### src/rtl/circuito_jogo_param_pkg.sv
// rtl/circuito_jogo_param_pkg.sv - shared state codes, mode encodings and target helper for the memory game
//
// Purpose: FSM state encoding (5-bit, visible on db_estado), difficulty mode
// encodings and the helper that maps a mode to the index of the final round.
package circuito_jogo_param_pkg;

  typedef enum logic [4:0] {
    INICIAL          = 5'h00,
    PREPARACAO       = 5'h01,
    ESPERA_SEMENTE   = 5'h02,
    REGISTRA_SEMENTE = 5'h03,
    PROXIMA_RODADA   = 5'h04,
    ESPERA_JOGADA    = 5'h05,
    COMPARA          = 5'h06,
    ESPERA_NOVA      = 5'h07,
    SALVA            = 5'h08,
    FIM_GANHOU       = 5'h1C,
    FIM_PERDEU       = 5'h1D,
    FIM_TIMEOUT      = 5'h1E
  } estado_t;

  localparam logic MODO_CURTO = 1'b0;  // target = MAX_RODADAS/2 moves
  localparam logic MODO_LONGO = 1'b1;  // target = MAX_RODADAS moves

  // Index of the last round (T-1) for the given mode.
  function automatic int indice_final(input logic m, input int max_rodadas);
    return (m == MODO_LONGO) ? max_rodadas - 1 : max_rodadas / 2 - 1;
  endfunction

endpackage

### src/rtl/circuito_jogo_param_ram_jogadas.sv
// rtl/circuito_jogo_param_ram_jogadas.sv - single-port move sequence memory
//
// Purpose: stores the move sequence; synchronous write, asynchronous read.
// Contents are not reset (never read before being written by the game).
// Ports:
//   clock  in  1          write clock
//   we     in  1          write enable
//   addr   in  ADDR_W     shared read/write address
//   wdata  in  N_BOTOES   move to store
//   rdata  out N_BOTOES   move at addr (combinational)
module ram_jogadas #(
  parameter  int N_BOTOES    = 4,
  parameter  int MAX_RODADAS = 16,
  localparam int ADDR_W      = $clog2(MAX_RODADAS)
) (
  input  logic                clock,
  input  logic                we,
  input  logic [ADDR_W-1:0]   addr,
  input  logic [N_BOTOES-1:0] wdata,
  output logic [N_BOTOES-1:0] rdata
);

  logic [N_BOTOES-1:0] mem [MAX_RODADAS];

  always_ff @(posedge clock) begin
    if (we) mem[addr] <= wdata;
  end

  assign rdata = mem[addr];

endmodule

### src/rtl/circuito_jogo_param.sv
// rtl/circuito_jogo_param.sv - parametrised memory-game datapath and FSM
//
// Purpose: player enters a seed move, then each round repeats the stored
// sequence and appends one new move, until the target length is reached
// (win), a wrong/invalid move is entered or the idle timeout expires (loss).
// Ports:
//   clock, reset           clock, asynchronous active-high reset
//   jogar                  start request (only honoured in inicial / fim_*)
//   modo                   0: short target, 1: full target; latched on start
//   botoes                 one-hot button inputs
//   leds                   last captured move, all-ones after a win
//   ganhou, perdeu, pronto game result flags
//   db_estado, db_rodada, db_contagem, db_igual, db_tem_jogada, db_timeout
//                          debug visibility of FSM and datapath
module circuito_jogo_param
  import circuito_jogo_param_pkg::*;
#(
  parameter  int N_BOTOES       = 4,
  parameter  int MAX_RODADAS    = 16,
  parameter  int TIMEOUT_CICLOS = 3000,
  localparam int ADDR_W         = $clog2(MAX_RODADAS)
) (
  input  logic                clock,
  input  logic                reset,
  input  logic                jogar,
  input  logic                modo,
  input  logic [N_BOTOES-1:0] botoes,
  output logic [N_BOTOES-1:0] leds,
  output logic                ganhou,
  output logic                perdeu,
  output logic                pronto,
  output logic [4:0]          db_estado,
  output logic [ADDR_W-1:0]   db_rodada,
  output logic [ADDR_W-1:0]   db_contagem,
  output logic                db_igual,
  output logic                db_tem_jogada,
  output logic                db_timeout
);

  localparam int TMR_W = $clog2(TIMEOUT_CICLOS);
  localparam logic [TMR_W-1:0] TMR_FIM = TMR_W'(TIMEOUT_CICLOS - 1);

  estado_t             estado;
  logic                tem_jogada_q;
  logic [N_BOTOES-1:0] jogada;
  logic [ADDR_W-1:0]   rodada;
  logic [ADDR_W-1:0]   contagem;
  logic [TMR_W-1:0]    tmr;
  logic                modo_q;

  logic                tem_jogada;
  logic                evento;
  logic                em_espera;
  logic                timeout_fim;
  logic                jogada_valida;
  logic                igual;
  logic [ADDR_W-1:0]   ultima_rodada;
  logic                ram_we;
  logic [ADDR_W-1:0]   ram_addr;
  logic [N_BOTOES-1:0] ram_rdata;

  // Rising edge of "any button" is the press event; holding gives one event.
  assign tem_jogada = |botoes;
  assign evento     = tem_jogada & ~tem_jogada_q;

  assign em_espera   = (estado == ESPERA_SEMENTE) || (estado == ESPERA_JOGADA) ||
                       (estado == ESPERA_NOVA);
  assign timeout_fim = (tmr == TMR_FIM);

  // Zero or multiple bits set can never match a stored move.
  assign jogada_valida = (jogada != '0) &&
                         ((jogada & (jogada - N_BOTOES'(1))) == '0);
  assign igual         = jogada_valida && (jogada == ram_rdata);

  assign ultima_rodada = ADDR_W'(indice_final(modo_q, MAX_RODADAS));

  // RAM is written only in the two storing states; otherwise it is read at
  // the current position in the round.
  always_comb begin
    ram_we   = 1'b0;
    ram_addr = contagem;
    if (estado == REGISTRA_SEMENTE) begin
      ram_we   = 1'b1;
      ram_addr = '0;
    end else if (estado == SALVA) begin
      ram_we   = 1'b1;
      ram_addr = rodada + ADDR_W'(1);
    end
  end

  ram_jogadas #(
    .N_BOTOES    (N_BOTOES),
    .MAX_RODADAS (MAX_RODADAS)
  ) u_ram (
    .clock (clock),
    .we    (ram_we),
    .addr  (ram_addr),
    .wdata (jogada),
    .rdata (ram_rdata)
  );

  always_ff @(posedge clock or posedge reset) begin
    if (reset) begin
      estado       <= INICIAL;
      tem_jogada_q <= 1'b0;
      jogada       <= '0;
      rodada       <= '0;
      contagem     <= '0;
      tmr          <= '0;
      modo_q       <= MODO_CURTO;
      leds         <= '0;
      ganhou       <= 1'b0;
      perdeu       <= 1'b0;
      pronto       <= 1'b0;
      db_igual     <= 1'b0;
      db_timeout   <= 1'b0;
    end else begin
      tem_jogada_q <= tem_jogada;

      // Idle timer: counts only while waiting; any press or exit clears it.
      if (em_espera && !evento && !timeout_fim) tmr <= tmr + TMR_W'(1);
      else                                      tmr <= '0;

      if (em_espera && evento) begin
        jogada <= botoes;
        leds   <= botoes;
      end

      unique case (estado)
        INICIAL, FIM_GANHOU, FIM_PERDEU, FIM_TIMEOUT: begin
          if (jogar) begin
            estado     <= PREPARACAO;
            leds       <= '0;
            jogada     <= '0;
            ganhou     <= 1'b0;
            perdeu     <= 1'b0;
            pronto     <= 1'b0;
            db_igual   <= 1'b0;
            db_timeout <= 1'b0;
          end
        end
        PREPARACAO: begin
          rodada   <= '0;
          contagem <= '0;
          modo_q   <= modo;
          estado   <= ESPERA_SEMENTE;
        end
        ESPERA_SEMENTE, ESPERA_JOGADA, ESPERA_NOVA: begin
          // A press on the terminal count still wins over the timeout.
          if (evento) begin
            case (estado)
              ESPERA_SEMENTE: estado <= REGISTRA_SEMENTE;
              ESPERA_JOGADA:  estado <= COMPARA;
              default:        estado <= SALVA;
            endcase
          end else if (timeout_fim) begin
            estado     <= FIM_TIMEOUT;
            perdeu     <= 1'b1;
            pronto     <= 1'b1;
            db_timeout <= 1'b1;
          end
        end
        REGISTRA_SEMENTE: estado <= PROXIMA_RODADA;
        PROXIMA_RODADA: begin
          contagem <= '0;
          estado   <= ESPERA_JOGADA;
        end
        COMPARA: begin
          db_igual <= igual;
          if (!igual) begin
            estado <= FIM_PERDEU;
            perdeu <= 1'b1;
            pronto <= 1'b1;
          end else if (contagem != rodada) begin
            contagem <= contagem + ADDR_W'(1);
            estado   <= ESPERA_JOGADA;
          end else if (rodada == ultima_rodada) begin
            estado <= FIM_GANHOU;
            ganhou <= 1'b1;
            pronto <= 1'b1;
            leds   <= '1;
          end else begin
            estado <= ESPERA_NOVA;
          end
        end
        SALVA: begin
          rodada   <= rodada + ADDR_W'(1);
          contagem <= '0;
          estado   <= ESPERA_JOGADA;
        end
        default: estado <= INICIAL;
      endcase
    end
  end

  assign db_estado     = estado;
  assign db_rodada     = rodada;
  assign db_contagem   = contagem;
  assign db_tem_jogada = tem_jogada;

endmodule

### config.mk
export PLATFORM = sky130hd
export DESIGN_NAME = circuito_jogo_param
export DESIGN_NICKNAME = d
export VERILOG_FILES = /design/src/rtl/circuito_jogo_param_pkg.sv /design/src/rtl/circuito_jogo_param_ram_jogadas.sv /design/src/rtl/circuito_jogo_param.sv
export SDC_FILE = /design/constraint.sdc
export NUM_CORES = 1
export LEC_CHECK = 0
export BUFFER_PORTS_ARGS = -buffer_cell sky130_fd_sc_hd__buf_2
export CORE_ASPECT_RATIO = 0.75
export CORE_UTILIZATION = 60
export CTS_BUF_LIST = sky130_fd_sc_hd__clkbuf_16
export DETAILED_ROUTE_END_ITERATION = 10
export PLACE_DENSITY = 0.79
export SLEW_MARGIN = 0
export SYNTH_ARGS = -nofsm -noshare
export SYNTH_HDL_FRONTEND = slang
export SYNTH_HIERARCHICAL = 1
export SYNTH_SLANG_ARGS = --single-unit
### constraint.sdc
create_clock -name clock -period 4.3 [get_ports clock]
set_input_delay 0.215 -clock clock [delete_from_list [all_inputs] [get_ports clock]]
set_output_delay 0.215 -clock clock [all_outputs]
set_load 0.005 [all_outputs]
==> impl_metrics.csv <==
group,metric,value,unit
synthesis,yosysMostFrequentCell,"edfxtp_1",
global_routing,grt_max_degree,41,
sta,grt_setup_unrepaired,"no",
cts,clk_latency,0.34,ns
sta,max_clock_freq,0.245,GHz
synthesis,yosys_warnings,6,
synthesis,synth_edf_count,64,
synthesis,netlist_instances,396,
final_layout,syn_to_final_growth,10.9,%
placed_design,place_inst,521,
placed_design,hpwl,7.06,mm
synthesis,synthAdderAreaFrac,0.760,%
synthesis,synth_area_leaders,"edfxtp_1 39%, dfrtp_1 20%, mux4_2 4.6%",
synthesis,synth_top_family_by_area,"simple AND/OR/NAND/NOR gates",
global_routing,grt_pass1_vias,3116,
setup_path,cpMaxStageDelayCell,"mux4_1",
sta,drv_slew,0,
global_routing,grtUsageTotal,26.4,%
floorplan,dieArea,0.00860,mm²
final_layout,fin_area,0.00548,mm²
detailed_routing,drtIter0Drc,243,
synthesis,synthSimpleGateAreaFrac,15.1,%
detailed_routing,firstDrtPassIters,4,
status,outcome,"finished clean",
min_path,hp-class,"in -> reg",
sta,timing.setup.tns,0,ns
synthesis,synthesis.area,0.00494,mm²
setup_path,cpMostUsedCell,"nand3_1",
setup_path,critPathCaptureType,"flop",
floorplan,core_area,0.00792,mm²
placed_design,io_buffer_count,30,
cts,root_buffer,"clkbuf_16",
min_path,min_path_cells,2,
setup_path,slowest_delay,0.56,ns
detailed_routing,vias,3366,
synthesis,synth_xor_area_share,3.55,%
run,maxCapViolCount,0,
detailed_routing,routed_wl,10.5,mm
sta,hold_viol,0,
sta,worst_slew_pin_slew,0.722,ns
setup_path,worstPathCellList,"or3_1, nor2_1, nand2_1, o21ai_4, buf_12, mux4_1, nand3_1, nand3_1, or3b_1, a21boi_1, o221ai_1, nor2_2, mux2i_1",
cts,clkTransAtPathRegs,0.07,ns
cts,cts_tree,"built",
setup_path,reg2reg_from,"db_estado[1]",
pwr,p_leak,0.00216,µW
synthesis,synth_seq_cells,104,
placed_design,placed_area,0.00518,mm²
global_routing,antenna_found_initial,0,
synthesis,synth_top_area_share,38.9,%
placed_design,gp_congestion,0.863,
cts,htreeDepth,3,
floorplan,rows,28,
cts,clockBufferDepth,2,
synthesis,synthArstFlopShare,38.5,%
sta,finalClockSkew,0.00600,ns
sta,slew_headroom,51.5,%
floorplan,start_util,62.4,%
setup_path,rrSetupSlack,0.22,ns
sta,finalCritPeriodShare,94.8,%
global_routing,overflow,0,
setup_path,path_max_fanout,20,
sta,fin_crit,4.08,ns
setup_path,path_class,"reg -> reg",
final_layout,nets,439,
pwr,p_per_area,549,mW/mm²
detailed_routing,post_drt_wl_per_cell,19.6,µm
setup_path,critPathArrivalTime,4.30,ns
synthesis,synth_cell_type_count,57,
floorplan,dieWidth,107,µm
floorplan,die_h,80.6,µm
final_layout,drive_gt1_share,17.3,%
detailed_routing,routed_via_density,6.26,
min_path,hold_path_end,"modo_q",
synthesis,synth_compound_area_share,7.68,%
synthesis,synth_common_cells,"64 x edfxtp_1, 48 x nor2_1, 40 x dfrtp_1",
floorplan,num_io_pins,31,
pwr,ir_drop,0.395,mV
synthesis,syn_nets,407,
cts,cts_buffers,9,
setup_path,crit_path_start_kind,"flop",
final_layout,fin_cells,538,
setup_path,reg2reg_depth,13,
synthesis,syn_area_per_cell,12.5,µm²
min_path,hp-start,"modo",
setup_path,required,4.53,ns
setup_path,reg2reg_to,"db_contagem[0]",
synthesis,synth_top_cell_by_area,"edfxtp_1",
sta,setup_viol,0,
synthesis,ys.flop_type,"edfxtp_1",
synthesis,muxShareOfSynthArea,10.4,%
detailed_routing,ant_nets,0,
final_layout,diodes,0,
global_routing,grt_first_pass_wirelength,16.5,mm
detailed_routing,drcViolationCount,0,
synthesis,ys_seq_area_share,59.2,%
cts,numClockSinks,104,
==> worst max-delay path: cells and delay by family, from the launching register on <==
kind	cells	cell delay, ns
AND/OR/NAND/NOR	7	1.75
flip-flops	1	0.38
multiplexers	2	0.90
buffers and inverters	1	0.23
AO/OA/AOI/OAI	3	0.70
==> timing repair <==
action,CTS,global route
hold buffers,1,0
buffers inserted,0,0
setup endpoints to repair,0,10
endpoints found under the hold margin,13,0
resized for setup,0,2
==> sequential cells by signal, indices dropped and copies added, names as in the netlist, 4 cells and up <==
signal,cells
db_contagem,4
db_estado,5
db_rodada,4
jogada,4
leds,4
tmr,12
u_ram/mem,64
==> power breakdown <==
part,internal [µW],leakage [µW],switching [µW]
clock network,395,0.000141,359
registers,1220,0.00112,163
logic,365,0.000894,510
total,1980,0.00216,1030
==> cell families after synthesis <==
logic type | Yosys count
xor+xnor | 20
fa+ha+maj | 3
buf+inv | 30
simple gates | 150
flops | 104
compound gates | 60
mux | 29
==> metal layers <==
metal  share of wire [%]  GRT usage (%)  wire, µm  up-vias
met5                   0              0         0        -
met4                 1.8           8.22       185        0
met3                 7.4           5.93       779       18
met2                  48           41.2      5060      152
met1                  43           37.2      4500     1671
li1                    -              -         -     1525
==> layout by cell type, fill, tap and decap left out, drive strengths merged, types with 7 or more instances in the layout <==
cell type	count
nand2	29
buf	40
and3	7
inv	15
dfrtp	40
xnor2	13
nand2b	7
mux4	16
nand3	19
nor2	49
a21oi	18
o21ai	19
clkbuf	9
xor2	7
nor3	12
mux2i	12
edfxtp	64
==> metrics by stage <==
| stage | worst slack [ns] | hold slack (ns) | util (%) | total power, µW |
|---|---|---|---|---|
| final | 0.224 | 0.105 | 69.2 | 3010 |
| after global routing | 0.0106 | 0.106 | 69.2 | 3170 |
| after CTS | 0.207 | 0.0985 | 69.0 | 3000 |
| after detailed placement | 0.232 | 0.364 | 65.5 | 2240 |
| after global placement | 0.403 | 0.364 | 65.5 | 2210 |
| after floorplan | 0.552 | 0.332 | - | 1990 |
==> worst max path at each step <==
stage	endpoint	depth (start not counted)	from
floorplan	leds[0]	15	db_estado[4]
global placement	db_estado[4]	16	db_estado[1]
detailed placement	db_contagem[3]	14	db_estado[1]
CTS	db_contagem[3]	14	db_estado[1]
global route	leds[2]	13	db_estado[1]
finish	db_contagem[0]	13	db_estado[1]
==> cell type report <==
type	instances	area, µm²
multi-input cells	262	1860
clock inverters	7	46.3
well taps	105	131
repair buffers	41	248
inverters	10	37.5
fillers	589	2440
flip-flops and latches	104	2920
clock buffers	9	225
Note: power is estimated with default switching activity, not from simulation.
